[src/rtl/opcode_issuer_if.sv]
// Byte-stream intake and accumulator command bundle for opcode_issuer.
// The issuer side is the master: it consumes bytes and drives the accumulator command.
interface opcode_issuer_if;
   logic        in_valid;
   logic [7:0]  in_byte;
   logic        in_ready;
   logic [23:0] opcode;
   logic [7:0]  acc_data_in;
   logic        op_rdy;
   logic        acc_en;
   logic        bad_op;
   logic [7:0]  issue_cnt;

   modport master (
      input  in_valid, in_byte,
      output in_ready, opcode, acc_data_in, op_rdy, acc_en, bad_op, issue_cnt
   );

   modport slave (
      output in_valid, in_byte,
      input  in_ready, opcode, acc_data_in, op_rdy, acc_en, bad_op, issue_cnt
   );
endinterface

[src/rtl/opcode_issuer.sv]
// Byte-serial instruction front end: gathers a 3-byte opcode (MSB first) plus an optional
// operand, then issues it to the accumulator as a single-cycle acc_en/op_rdy strobe.
module opcode_issuer #(
   parameter logic [23:0] LDA = 24'h888800,
   parameter logic [23:0] INC = 24'h888801,
   parameter logic [23:0] DEC = 24'h888802
) (
   input logic            clk,
   input logic            iss_rst,
   opcode_issuer_if.master bus
);

   typedef enum logic [2:0] {
      S_B0    = 3'd0,
      S_B1    = 3'd1,
      S_B2    = 3'd2,
      S_OPND  = 3'd3,
      S_ISSUE = 3'd4,
      S_ERR   = 3'd5
   } state_t;

   typedef enum logic [1:0] {
      K_LOAD  = 2'd0,
      K_UNARY = 2'd1,
      K_BAD   = 2'd2
   } kind_t;

   state_t      state_r;
   logic [15:0] shadow_r;
   logic [23:0] opcode_r;
   logic [7:0]  acc_data_r;
   logic        op_rdy_r;
   logic        acc_en_r;
   logic        bad_op_r;
   logic [7:0]  issue_cnt_r;
   logic        in_ready_r;
   logic        accept_s;
   logic [23:0] code_s;
   kind_t       kind_s;

   function automatic kind_t decode_op(input logic [23:0] code);
      kind_t k;
      if (code == LDA) begin
         k = K_LOAD;
      end else if ((code == INC) || (code == DEC)) begin
         k = K_UNARY;
      end else begin
         k = K_BAD;
      end
      return k;
   endfunction

   // Handshake qualification and decode of the candidate opcode in S_B2.
   always_comb begin
      accept_s = 1'b0;
      code_s   = 24'h000000;
      kind_s   = K_BAD;
      accept_s = bus.in_valid && in_ready_r;
      code_s   = {shadow_r, bus.in_byte};
      kind_s   = decode_op(code_s);
   end

   // Collection FSM; every output is a register updated here.
   always_ff @(posedge clk) begin
      if (iss_rst) begin
         state_r     <= S_B0;
         shadow_r    <= 16'h0000;
         opcode_r    <= 24'h000000;
         acc_data_r  <= 8'h00;
         op_rdy_r    <= 1'b0;
         acc_en_r    <= 1'b0;
         bad_op_r    <= 1'b0;
         issue_cnt_r <= 8'h00;
         in_ready_r  <= 1'b1;
      end else begin
         case (state_r)
            S_B0: begin
               if (accept_s) begin
                  shadow_r[15:8] <= bus.in_byte;
                  state_r        <= S_B1;
               end
            end
            S_B1: begin
               if (accept_s) begin
                  shadow_r[7:0] <= bus.in_byte;
                  state_r       <= S_B2;
               end
            end
            S_B2: begin
               if (accept_s) begin
                  case (kind_s)
                     K_LOAD: begin
                        state_r <= S_OPND;
                     end
                     K_UNARY: begin
                        state_r    <= S_ISSUE;
                        opcode_r   <= code_s;
                        acc_data_r <= 8'h00;
                        op_rdy_r   <= 1'b1;
                        acc_en_r   <= 1'b1;
                        in_ready_r <= 1'b0;
                     end
                     default: begin
                        // Unknown code: drop it, keep the last issued command intact.
                        state_r    <= S_ERR;
                        bad_op_r   <= 1'b1;
                        in_ready_r <= 1'b0;
                     end
                  endcase
               end
            end
            S_OPND: begin
               if (accept_s) begin
                  state_r    <= S_ISSUE;
                  opcode_r   <= LDA;
                  acc_data_r <= bus.in_byte;
                  op_rdy_r   <= 1'b1;
                  acc_en_r   <= 1'b1;
                  in_ready_r <= 1'b0;
               end
            end
            S_ISSUE: begin
               state_r     <= S_B0;
               op_rdy_r    <= 1'b0;
               acc_en_r    <= 1'b0;
               issue_cnt_r <= issue_cnt_r + 8'd1;
               in_ready_r  <= 1'b1;
            end
            S_ERR: begin
               state_r    <= S_B0;
               bad_op_r   <= 1'b0;
               in_ready_r <= 1'b1;
            end
            default: begin
               state_r    <= S_B0;
               op_rdy_r   <= 1'b0;
               acc_en_r   <= 1'b0;
               bad_op_r   <= 1'b0;
               in_ready_r <= 1'b1;
            end
         endcase
      end
   end

   assign bus.in_ready    = in_ready_r;
   assign bus.opcode      = opcode_r;
   assign bus.acc_data_in = acc_data_r;
   assign bus.op_rdy      = op_rdy_r;
   assign bus.acc_en      = acc_en_r;
   assign bus.bad_op      = bad_op_r;
   assign bus.issue_cnt   = issue_cnt_r;

endmodule
[src/flat_wrapper.sv]
// flat-port wrapper written by rule: the top's interface ports become plain ports
module opcode_issuer_flat 
#(
   parameter logic [23:0] LDA = 24'h888800,
   parameter logic [23:0] INC = 24'h888801,
   parameter logic [23:0] DEC = 24'h888802
)
  (clk, iss_rst, bus_in_valid, bus_in_byte, bus_in_ready, bus_opcode, bus_acc_data_in, bus_op_rdy, bus_acc_en, bus_bad_op, bus_issue_cnt);
  opcode_issuer_if bus_i ();
  input logic clk;
  input logic iss_rst;
  input wire logic [$bits(bus_i.in_valid)-1:0] bus_in_valid;
  input wire logic [$bits(bus_i.in_byte)-1:0] bus_in_byte;
  output wire logic [$bits(bus_i.in_ready)-1:0] bus_in_ready;
  output wire logic [$bits(bus_i.opcode)-1:0] bus_opcode;
  output wire logic [$bits(bus_i.acc_data_in)-1:0] bus_acc_data_in;
  output wire logic [$bits(bus_i.op_rdy)-1:0] bus_op_rdy;
  output wire logic [$bits(bus_i.acc_en)-1:0] bus_acc_en;
  output wire logic [$bits(bus_i.bad_op)-1:0] bus_bad_op;
  output wire logic [$bits(bus_i.issue_cnt)-1:0] bus_issue_cnt;
  assign bus_i.in_valid = bus_in_valid;
  assign bus_i.in_byte = bus_in_byte;
  assign bus_in_ready = bus_i.in_ready;
  assign bus_opcode = bus_i.opcode;
  assign bus_acc_data_in = bus_i.acc_data_in;
  assign bus_op_rdy = bus_i.op_rdy;
  assign bus_acc_en = bus_i.acc_en;
  assign bus_bad_op = bus_i.bad_op;
  assign bus_issue_cnt = bus_i.issue_cnt;
  opcode_issuer #(.LDA(LDA), .INC(INC), .DEC(DEC)) u_core (.clk(clk), .iss_rst(iss_rst), .bus(bus_i));
endmodule
[config.mk]
export PLATFORM = sky130hd
export DESIGN_NAME = opcode_issuer_flat
export DESIGN_NICKNAME = d
export VERILOG_FILES = /design/src/rtl/opcode_issuer_if.sv /design/src/rtl/opcode_issuer.sv /design/src/flat_wrapper.sv
export SDC_FILE = /design/constraint.sdc
export NUM_CORES = 1
export LEC_CHECK = 0
export ABC_AREA = 1
export CAP_MARGIN = 0
export CORE_MARGIN = 1.5
export CORE_UTILIZATION = 40
export DETAILED_ROUTE_END_ITERATION = 6
export DONT_BUFFER_PORTS = 1
export PLACE_DENSITY = 0.55
export RECOVER_POWER = 100
export SLEW_MARGIN = 40
export SYNTH_ARGS = -nofsm -noshare
export SYNTH_HDL_FRONTEND = slang
export SYNTH_SLANG_ARGS = --single-unit
[constraint.sdc]
create_clock -name clk -period 1.29 [get_ports clk]
set_input_delay 0.0645 -clock clk [delete_from_list [all_inputs] [get_ports clk]]
set_output_delay 0.0645 -clock clk [all_outputs]
set_load 0.005 [all_outputs]
==> flow_summary.ini, run 1 <==
[clocking]
hold_buffers = 7
numCtsBuffers = 9
cts_buffer_depth = 2
clock_sinks = 62
cts_tree = yes
htree_num_levels = 3
clock-root-buffer = clkbuf_8
worst_skew_pair.late_latency_ns = 0.34
clkTransAtPathRegs_ns = 0.08

[timing]
drv_slew = 0
rsz0062_at_grt = yes
setup_viol = 36
worstMarginPinSlew_ns = 0.263
max_slew_margin = 0.824
finalHoldViolations = 41
period_share = 1.05
worst_slack_ns = -0.0701
final.min_clock_period_ns = 1.36
final.setup_skew_ns = 0.00747
max_freq_mhz = 735
timing.hold.ws_ns = -0.207

[layout]
final_nets = 369
drive_gt1_frac = 0.323
seqCellArea_um2 = 1250
layout.cells.non_filler = 437
nFillCells = 551
antenna-diode-count = 0
syn2layout_area_growth_pct = 34.5
design_area_um2 = 3310
multi_input_area_um2 = 1140

[drt]
drc = 0
final_antenna_net_count = 0
routed_via_density = 4.82
num_vias = 2107
routed_wl_mm = 5.91
wire_per_inst_um = 13.5
firstDrtPassIters = 4
drt-initial-drc-count = 109

[synthesis]
synth_top_area_cell = dfxtp_1
ys_ff_latch = 62
synthCells = 310
synth_common_cells = 62 x dfxtp_1, 54 x nand2_1, 35 x a21oi_1
synth-edff-count = 0
yosysSeqAreaShare = 0.504
yosysMostFrequentCell = dfxtp_1
synthesis.area_um2 = 2460
async_flop_share = 0
synth_area_per_cell_um2 = 7.94
yosys_warnings = 0
synth_nets = 322
yosysUniqueCellTypes = 26
synth_top_area_frac = 0.504
ys_top_cells_by_area = dfxtp_1 50%, nand2_1 8.2%, a21oi_1 7.1%, inv_1 5.2%, nor2_1 5.0%
ys.flop_type = dfxtp_1

[min_path]
min_to = u_core.bus.acc_en$_SDFFE_PP0P_
hp-start = iss_rst
min_path_cells = 1
hp-class = in2reg

[outcome]
violations = negative hold slack, negative setup slack
status = finished, violations left

[critical_path]
r2r-end = u_core.bus.acc_data_in[7]$_SDFFE_PP0P_
r2r_slack_ns = -0.07
r2r_cells = 11
r2r_start = u_core.shadow_r[0]$_SDFFE_PP0P_
path_class = reg2reg
crit_fanout = 5
critical_path_required_ns = 1.53
start_kind = register
endpoint_kind = register
critPathArrivalTime_ns = 1.60

[grt]
grt_overflow = 0
grt_pass1_wl_mm = 8.94
grt_pass1_vias = 1910
grt_use_total = 0.182
antenna_found_initial = 0
grt_max_degree = 43

[run]
cap_viol_max_count = 0

[die]
core_region_area_um2 = 5920
num_io_pins = 55
dieWidth_um = 81.5
start_util = 0.416
placementRows = 28
die_area_um2 = 6640
die_y_um = 81.5

[placement]
gp_congestion = 0.755
dp_hpwl_mm = 3.77
port_buffers = 0
placed_cells = 404
postPlaceCellArea_um2 = 2750

[power]
powerDensity_nw_per_um2 = 1330
power_mw = 4.40
p_leak_nw = 1.31
peakVddDrop_uv = 704
## layout by cell type, fill, tap and decap left out, types with 11 or more instances in the layout
cell type	instances
a21oi_1	29
dfxtp_1	58
nor2_1	27
nand4_1	12
inv_1	33
nand2_1	40
buf_4	32
a21oi_2	11
nand2_2	16
o21ai_0	18
## worst max path at each step
stage                                           startpoint  slack [ns]                                endpoint
after CTS                  u_core.shadow_r[0]$_SDFFE_PP0P_       -0.05  u_core.bus.acc_data_in[5]$_SDFFE_PP0P_
after detailed placement    u_core.state_r[1]$_SDFFE_PP0P_       -0.09  u_core.bus.acc_data_in[6]$_SDFFE_PP0P_
after global placement      u_core.state_r[1]$_SDFFE_PP0P_       -0.09  u_core.bus.acc_data_in[7]$_SDFFE_PP0P_
after global routing      u_core.shadow_r[10]$_SDFFE_PP0P_       -0.17  u_core.bus.acc_data_in[5]$_SDFFE_PP0P_
final                      u_core.shadow_r[0]$_SDFFE_PP0P_       -0.07  u_core.bus.acc_data_in[7]$_SDFFE_PP0P_
after floorplan             u_core.state_r[0]$_SDFFE_PP0P_        0.01    u_core.bus.issue_cnt[6]$_SDFFE_PP0N_
## state kept, by name, indices dropped and copies added (netlist names)
name,flops
u_core.bus.bad_op,1
u_core.shadow_r,16
u_core.state_r,3
u_core.bus.acc_en,1
u_core.bus.in_ready,1
u_core.bus.opcode,24
u_core.bus.acc_data_in,8
u_core.bus.issue_cnt,8
## worst max-delay path, cell delays in order, from the launching register on
cell,delay [ns]
dfxtp_1,0.30
inv_1,0.06
nand2_1,0.05
nor2_1,0.10
nand2_1,0.10
nor2_2,0.10
nand2_2,0.08
nand2_4,0.11
nand2_8,0.09
clkbuf_16,0.18
nand2_4,0.05
a21oi_2,0.04
## logic make-up after synthesis
kind of cell	synth area share
simple gates	0.258
buf+inv	0.0960
xor+xnor	0.00356
compound gates	0.134
fa+ha+maj	0.00508
flops	0.504
## metal layers
layer  share of wire  GRT usage
met5               0          0
met1            0.47      0.232
met4           0.014     0.0741
met3           0.072     0.0756
met2            0.44      0.269
## cell type report
| cell class | count | area share |
|---|---|---|
| Tap cell | 75 | 0.0283 |
| Sequential cell | 62 | 0.378 |
| Multi-Input combinational cell | 198 | 0.346 |
| Clock buffer | 10 | 0.0416 |
| Clock inverter | 6 | 0.0208 |
| Inverter | 36 | 0.0408 |
| Timing Repair Buffer | 50 | 0.145 |
## through the flow
| step | utilization | worst slack, ns | setup TNS, ns |
|---|---|---|---|
| CTS | 0.516 | -0.0488 | -0.682 |
| detailed placement | 0.464 | -0.0896 | -1.80 |
| floorplan | - | 0.0144 | 0 |
| global placement | 0.464 | -0.0879 | -1.94 |
| global route | 0.559 | -0.175 | -5.80 |
| finish | 0.559 | -0.0701 | -1.91 |
## power breakdown
| group | internal [mW] | total (mW) | switching, mW |
|---|---|---|---|
| clock network | 0.954 | 1.77 | 0.820 |
| registers | 1.99 | 2.04 | 0.0457 |
| logic | 0.284 | 0.587 | 0.303 |
## timing repair
action / CTS / global route
gates resized for setup: 8 / 45
buffers inserted: 1 / 5
endpoints found under the setup margin: 46 / 48
pin swaps: 0 / 8
endpoints found under the hold margin: 56 / 41
gates cloned: 0 / 4
(Power assumes the default switching activity.)
==> run 2, diff against run 1 <==
--- a/config.mk
+++ b/config.mk
@@ -11,7 +11,7 @@
 export CORE_UTILIZATION = 40
 export DETAILED_ROUTE_END_ITERATION = 6
 export DONT_BUFFER_PORTS = 1
-export PLACE_DENSITY = 0.55
+export PLACE_DENSITY = 0.53
 export RECOVER_POWER = 100
 export SLEW_MARGIN = 40
 export SYNTH_ARGS = -nofsm -noshare
==> constraint.sdc (replaced) <==
create_clock -name clk -period 1.6 [get_ports clk]
set_input_delay 0.08 -clock clk [delete_from_list [all_inputs] [get_ports clk]]
set_output_delay 0.08 -clock clk [all_outputs]
set_load 0.005 [all_outputs]
==> flow_summary.ini, run 2 (synthesis gave the netlist of run 1 again) <==
[drt]
num_vias = 1962
drc = 0
routed_wl_mm = 5.36
routed_via_density = 4.89
firstDrtPassIters = 4
drt-initial-drc-count = 134
wire_per_inst_um = 13.4
final_antenna_net_count = 0

[power]
peakVddDrop_uv = 585
p_leak_nw = 1.08
power_mw = 3.35
powerDensity_nw_per_um2 = 1200
clkPwrFrac = 0.412
p_int_mw = 2.53
p_comb_frac = 0.097
netSwitchingFraction = 0.247
netSwitchingPower_uw = 829
p_seq_frac = 0.491

[critical_path]
critPathArrivalTime_ns = 1.64
r2r_cells = 7
r2r_start = u_core.state_r[2]$_SDFFE_PP0P_
crit_path_end = u_core.shadow_r[8]$_SDFFE_PP0P_
crit_fanout = 14
endpoint_kind = register
start_kind = register
r2r-end = u_core.shadow_r[8]$_SDFFE_PP0P_
r2r_slack_ns = 0.18
worstSetupStartpoint = u_core.state_r[2]$_SDFFE_PP0P_
critical_path_required_ns = 1.82
path_class = reg2reg

[timing]
drv_slew = 0
max_slew_margin = 0.619
finalHoldViolations = 0
worstMarginPinSlew_ns = 0.571
final.min_clock_period_ns = 1.42
final.setup_skew_ns = 0.0105
timing.hold.ws_ns = 0.0408
rsz0062_at_grt = no
setup_viol = 0
period_share = 0.885
worst_slack_ns = 0.184
tns_ns = 0
max_freq_mhz = 706

[layout]
layout_common_cells = 62 x dfxtp_1, 57 x nand2_1, 40 x a21oi_1
largest_reg_flops = 24
post-route-util = 0.471
design_area_um2 = 2790
antenna-diode-count = 0
syn2layout_area_growth_pct = 13.3
final_nets = 333
drive_gt1_frac = 0.117
layout.cells.non_filler = 401
final_common_cell = dfxtp_1

[die]
placementRows = 28
die_y_um = 81.5
num_io_pins = 55
dieWidth_um = 81.5
core_region_area_um2 = 5920
die_area_um2 = 6640
start_util = 0.416

[grt]
grt_use_total = 0.175
grt_max_degree = 42
grt_overflow = 0
antenna_found_initial = 0
grt_pass1_wl_mm = 8.61
grt_pass1_vias = 1786

[placement]
postPlaceCellArea_um2 = 2500
dp_slack_ns = 0.124
port_buffers = 0
dp_hpwl_mm = 3.36
placed_cells = 376
gp_congestion = 0.759

[clocking]
post_cts_buffers = 0
worst_skew_pair.late_latency_ns = 0.34
cts_buffer_depth = 2
clock_sinks = 62
cts_tree = yes
numCtsBuffers = 9
clock-root-buffer = clkbuf_8
clkTransAtPathRegs_ns = 0.07
htree_num_levels = 3

[run]
cap_viol_max_count = 0

[min_path]
hp-class = in2reg

[outcome]
status = complete, no violations
[run 2: power by group through the flow]
stage / sequential [mW] / combinational, mW / clock [mW]
floorplan: 1.67 / 0.254 / 0
global placement: 1.68 / 0.276 / 0
detailed placement: 1.68 / 0.278 / 0
CTS: 1.65 / 0.327 / 1.44
global route: 1.65 / 0.361 / 1.51
finish: 1.65 / 0.326 / 1.38
[run 2: area by class of cell]
type / count / area [um^2]
well taps: 75 / 93.8
inverters: 36 / 135
clock buffers: 13 / 159
fillers: 626 / 3130
multi-input cells: 197 / 972
clock inverters: 3 / 42.5
flip-flops and latches: 62 / 1240
repair buffers: 15 / 146
[run 2: routing by layer]
layer / share of wire / GRT usage / up-vias
li1: - / - / 1016
met5: 0 / 0 / -
met3: 0.075 / 0.0722 / 10
met1: 0.48 / 0.227 / 886
met2: 0.43 / 0.246 / 50
met4: 0.019 / 0.0931 / 0
[run 2: how the worst min path moves through the flow]
stage | startpoint | endpoint | slack, ns | cells after the start
2_1_floorplan | bus_in_byte[0] | u_core.bus.acc_data_in[0]$_SDFFE_PP0P_ | 0.24 | 2
3_3_place_gp | iss_rst | u_core.bus.acc_en$_SDFFE_PP0P_ | 0.15 | 1
3_5_place_dp | iss_rst | u_core.bus.acc_en$_SDFFE_PP0P_ | 0.15 | 1
4_1_cts | iss_rst | u_core.bus.opcode[19]$_SDFFE_PP0P_ | 0.02 | 2
5_1_grt | iss_rst | u_core.bus.opcode[17]$_SDFFE_PP0P_ | 0.04 | 2
6_report | iss_rst | u_core.bus.acc_data_in[6]$_SDFFE_PP0P_ | 0.04 | 2
[run 2: critical path, stage by stage, from the launching register on]
cell and delay, ns:
dfxtp_1 0.37, nor2_1 0.12, inv_1 0.09, nor2_1 0.18, nand2_1 0.07, clkbuf_2 0.22, o21ai_0 0.20, a21oi_1 0.06
[run 2: timing repair]
item	4_1_cts	5_1_grt
hold endpoints to repair	53	0
gates resized for setup	0	4
hold buffers	9	0
endpoints found under the setup margin	0	29
